**src/rtl/pipe_ctrl_pkg.sv**
```systemverilog
// Shared core package for the pipeline controller: state encoding and stall masks.
// Stall masks freeze a prefix of the pipeline registers, starting at postif_id.
package pipe_ctrl_pkg;

    typedef enum logic [1:0] {
        IDLE  = 2'd0,
        DRAIN = 2'd1,
        FLUSH = 2'd2
    } pipe_state_e;

    localparam logic [3:0] STALL_NONE = 4'b0000;
    localparam logic [3:0] STALL_IF   = 4'b0001;
    localparam logic [3:0] STALL_ID   = 4'b0011;
    localparam logic [3:0] STALL_EX   = 4'b0111;
    localparam logic [3:0] STALL_ALL  = 4'b1111;

endpackage

```
**src/rtl/pipe_ctrl.sv**
```systemverilog
// Pipeline stall/flush controller: per-stage stall priority, exception drain and redirect.
// Optional stalled-cycle counter stall_cnt_o is built when PIPE_CTRL_PERF_EN is defined.
module pipe_ctrl
    import pipe_ctrl_pkg::*;
(
    input  logic        clock_i,
    input  logic        reset_i,
    input  logic        if_busy_i,
    input  logic        load_use_i,
    input  logic        div_busy_i,
    input  logic        mem_busy_i,
    input  logic        bus_idle_i,
    input  logic        exception_i,
    input  logic [31:0] exc_target_i,
    output logic [3:0]  stall_o,
    output logic        flush_o,
    output logic        new_pc_valid_o,
    output logic [31:0] new_pc_o,
    output logic        busy_o
`ifdef PIPE_CTRL_PERF_EN
    ,
    output logic [31:0] stall_cnt_o
`endif
);

    pipe_state_e state_q, state_d;
    logic [31:0] target_q, target_d;

    always_ff @(posedge clock_i or posedge reset_i) begin
        if (reset_i) begin
            state_q  <= IDLE;
            target_q <= '0;
        end else begin
            state_q  <= state_d;
            target_q <= target_d;
        end
    end

    // Only IDLE accepts an exception, so the first target sticks until the flush.
    always_comb begin
        state_d  = state_q;
        target_d = target_q;
        unique case (state_q)
            IDLE: begin
                if (exception_i) begin
                    target_d = exc_target_i;
                    state_d  = bus_idle_i ? FLUSH : DRAIN;
                end
            end
            DRAIN: begin
                if (bus_idle_i) begin
                    state_d = FLUSH;
                end
            end
            FLUSH:   state_d = IDLE;
            default: state_d = IDLE;
        endcase
    end

    always_comb begin
        stall_o        = STALL_NONE;
        flush_o        = 1'b0;
        new_pc_valid_o = 1'b0;
        new_pc_o       = target_q;
        busy_o         = (state_q != IDLE);
        unique case (state_q)
            IDLE: begin
                if (exception_i || mem_busy_i) begin
                    stall_o = STALL_ALL;
                end else if (div_busy_i) begin
                    stall_o = STALL_EX;
                end else if (load_use_i) begin
                    stall_o = STALL_ID;
                end else if (if_busy_i) begin
                    stall_o = STALL_IF;
                end
            end
            DRAIN: stall_o = STALL_ALL;
            FLUSH: begin
                flush_o        = 1'b1;
                new_pc_valid_o = 1'b1;
            end
            default: stall_o = STALL_NONE;
        endcase
    end

`ifdef PIPE_CTRL_PERF_EN
    logic [31:0] stall_cnt_q, stall_cnt_d;

    always_comb begin
        stall_cnt_d = stall_cnt_q;
        if (flush_o) begin
            stall_cnt_d = '0;
        end else if (stall_o != STALL_NONE) begin
            stall_cnt_d = stall_cnt_q + 32'd1;
        end
    end

    always_ff @(posedge clock_i or posedge reset_i) begin
        if (reset_i) begin
            stall_cnt_q <= '0;
        end else begin
            stall_cnt_q <= stall_cnt_d;
        end
    end

    assign stall_cnt_o = stall_cnt_q;
`endif

endmodule

```
**config.mk**
```make
export PLATFORM = sky130hd
export DESIGN_NAME = pipe_ctrl
export DESIGN_NICKNAME = d
export VERILOG_FILES = /design/src/rtl/pipe_ctrl_pkg.sv /design/src/rtl/pipe_ctrl.sv
export SDC_FILE = /design/constraint.sdc
export NUM_CORES = 1
export LEC_CHECK = 0
export BUFFER_PORTS_ARGS = -buffer_cell sky130_fd_sc_hd__buf_4
export CAP_MARGIN = 25
export CORE_MARGIN = 10
export CORE_UTILIZATION = 45
export DETAILED_ROUTE_END_ITERATION = 10
export GPL_TIMING_DRIVEN = 0
export HOLD_SLACK_MARGIN = 0.1
export PLACE_DENSITY = 0.82
export SLEW_MARGIN = 5
export SYNTH_ARGS = -nofsm -noshare
export SYNTH_HDL_FRONTEND = slang
export SYNTH_SLANG_ARGS = --single-unit
```
**constraint.sdc**
```tcl
create_clock -name clock_i -period 4.3 [get_ports clock_i]
set_clock_uncertainty 0.15 [all_clocks]
set_input_delay 0.645 -clock clock_i [delete_from_list [all_inputs] [get_ports clock_i]]
set_output_delay 0.645 -clock clock_i [all_outputs]
set_load 0.01 [all_outputs]
```
==> metrics.md <==
| Metric | Value |
|---|---|
| Run status | finished, final reports clean |
| Root cell of the clock tree | clkbuf_4 |
| Sum of overflow across all layers after global routing | 0 |
| Number of buffers on the longest clock path | 2 |
| Setup Buffers After CTS | 0 |
| Worst slew slack as a fraction of its limit | 58.09% |
| Post-detailed-routing wire length | 3469 um |
| Maximum vdd ir drop | 0.2632 mV |
| Logic gate share of total power | 32.0% |
| Final Hold Vio Count | 0 |
| Fmax achieved | 423.1 MHz |
| Leakage power | 1.006 nW |
| Final setup violation count | 0 |
| Post-cts sizing count | 0 |
| Post-Syn Area per Cell | 15.71 um^2 |
| Standard-cell rows | 19 |
| Via count of the first global-routing pass | 1145 |
| Least-Margin Pin Slew | 0.6280 ns |
| Fill cell total of the finished layout | 201 |
| Max cap viols | 0 |
| Post-synthesis to final-layout area growth | 51.76% |
| Critical path arrival | 1.57 ns |
| Count of cell types in the netlist | 14 |
| Most common cell after layout, fill and taps aside | buf_4 |
| Inserted Clock Buffers | 5 |
| Die boundary width | 74.80 um |
| Detailed Place HPWL | 2933 um |
| Ratio of total power to cell area | 409.2 mW/mm^2 |
| Flop and latch count out of synthesis | 34 |
| Worst Setup Start Kind | flop |
| Cell count after placement | 196 |
| Via count | 1003 |
| Max-slew violation count | 0 |
| Clock network power share | 19.0% |
| Most frequent cells in the layout | 79 x buf_4, 34 x dfrtp_1, 30 x mux2_2, 5 x clkbuf_4 |
| Int Power | 0.0006013 W |
| Worst setup path class | reg -> out |
| Clock transition at path regs | 0.10 ns |
| Port Buffer Count | 78 |
| Share of total power consumed by net switching | 28.34% |
| Routed via count divided by cell count | 4.941 |
| Total of warnings raised by yosys | 0 |
| Clock tree from TritonCTS | built |
| First-pass GRT wire length | 5388 um |
| Count of H-tree levels built during CTS | 2 |
| Cell area after synthesis | 0.001351 mm^2 |
| Net total in the final layout | 212 |
| Required time of the critical path | 3.50 ns |
| Endpoint class of the critical path | primary output |
| First-pass DRT Iterations | 2 |
| Switching power | 0.0002378 W |
| Antenna Diode Count | 0 |
| Final period utilization | 54.97% |
| Worst Reg-to-Reg Cells | 4 |
| Total routing resource utilization after global routing | 12.82% |
| Floorplan die height | 74.80 um |
| Num ports | 79 |
| Cells after synthesis | 86 |
| Clock network latency to the later pin of the worst-skew pair | 0.32 ns |
| Final cell count without fillers | 203 |
| Iteration-0 DRC count of the detailed router | 30 |
| Layout cell share with drive strength beyond 1 | 71.51% |
| Sinks on the clock net | 34 |
| Summed negative setup slack over all endpoints | 0 ns |
| Sequential area share after synthesis | 62.96% |
| Largest fanout on the critical path | 6 |
| Final estimated routing congestion in global placement | 0.7004 |
| Remaining number of nets flagged by the antenna check after routing | 0 |
| Average detailed-routed wire length per instance | 17.09 um |
| Initial core utilization | 48.17% |
| Maximum number of pins on one net before global-route repair | 21 |
| Total core area | 0.002805 mm^2 |
| CTS Hold Buffers Added | 0 |
| Final critical-path required period | 2.364 ns |
| Power share of the sequential group | 49.1% |
| Unrepaired setup endpoints after global routing | no |
| Classification of the worst-slack hold path | in -> async |
| Overall die area | 0.005595 mm^2 |
| DRC violations left | 0 |
| Initial antenna violation count | 0 |
| Total nets after synthesis | 126 |
-- cell usage after synthesis --
cell type / instances / area, um^2
inv_1: 2 / 7.510
nor3b_1: 1 / 7.510
nor4_1: 1 / 6.260
nor2b_1: 1 / 6.260
or2_2: 1 / 6.260
buf_6: 4 / 45.04
nor3_1: 2 / 10.01
mux2_2: 30 / 337.8
nor3b_4: 1 / 18.77
mux2_1: 2 / 22.52
nor2_1: 4 / 15.01
buf_4: 1 / 7.510
a21oi_1: 2 / 10.01
dfrtp_1: 34 / 850.8
-- worst max-delay path: stages (launching register included) --
cell	delay, ns
dfrtp_1	0.46
nor4_1	0.48
a21oi_1	0.14
buf_4	0.17
-- flip-flops by register name, summed over array words and instances (netlist names) --
signal	cells
new_pc_o	32
state_q	2
-- metrics by stage --
step	setup slack (ns)	total power (W)	utilization (%)	area, um^2	hold WS, ns
global placement	2.061	0.0006783	70.43	1976	0.3201
global route	1.761	0.0008922	73.10	2051	0.2719
finish	1.936	0.0008392	73.10	2051	0.2367
CTS	1.937	0.0008533	73.10	2051	0.2589
floorplan	2.318	0.0005336	-	1351	0.3788
detailed placement	2.032	0.0006944	71.41	2003	0.3263
-- cells by family (layout without fill, tap and decap cells) --
kind of cell | after synthesis | after routing | share of synthesized area, %
mux | 32 | 32 | 26.67
buf+inv | 7 | 93 | 4.445
compound gates | 2 | 2 | 0.7408
flops | 34 | 34 | 62.96
simple gates | 11 | 11 | 5.186
-- layout make-up --
| type | instances | area [um^2] | share of cell area (%) |
|---|---|---|---|
| flip-flops and latches | 34 | 850.8 | 41.49 |
| repair buffers | 79 | 613.1 | 29.90 |
| multi-input cells | 45 | 440.4 | 21.48 |
| plain buffers | 5 | 52.55 | 2.563 |
| well taps | 31 | 38.79 | 1.891 |
| clock buffers | 5 | 37.54 | 1.830 |
| clock inverters | 2 | 10.01 | 0.4881 |
| inverters | 2 | 7.507 | 0.3661 |
-- power by group through the flow --
stage	combinational [W]	clock, W	sequential, W
2_1_floorplan	0.0000898	0	0.000444
3_3_place_gp	0.000265	0	0.000414
3_5_place_dp	0.000275	0	0.000419
4_1_cts	0.000276	0.000164	0.000413
5_1_grt	0.000289	0.000183	0.000421
6_report	0.000268	0.000159	0.000412
-- per-layer routing --
layer	GRT usage [%]	share of wire (%)	up-vias
met4	5.672	1.5	0
li1	-	-	464
met5	0	0	-
met1	12.00	33	480
met3	8.279	15	7
met2	21.71	51	52
-- worst paths after layout --
path,start,to,slack (ns)
max reg2reg,state_q[1]$_DFFE_PP0P_,new_pc_o[16]$_DFFE_PP0P_,2.67
min in group clock_i,bus_idle_i,state_q[0]$_DFFE_PP0P_,0.32
min reg2reg,new_pc_o[31]$_DFFE_PP0P_,new_pc_o[31]$_DFFE_PP0P_,0.34
max,state_q[0]$_DFFE_PP0P_,stall_o[0],1.94
min,reset_i,new_pc_o[20]$_DFFE_PP0P_,0.24
max in group asynchronous,reset_i,new_pc_o[31]$_DFFE_PP0P_,3.24
Power figures use the tool's default switching activity.
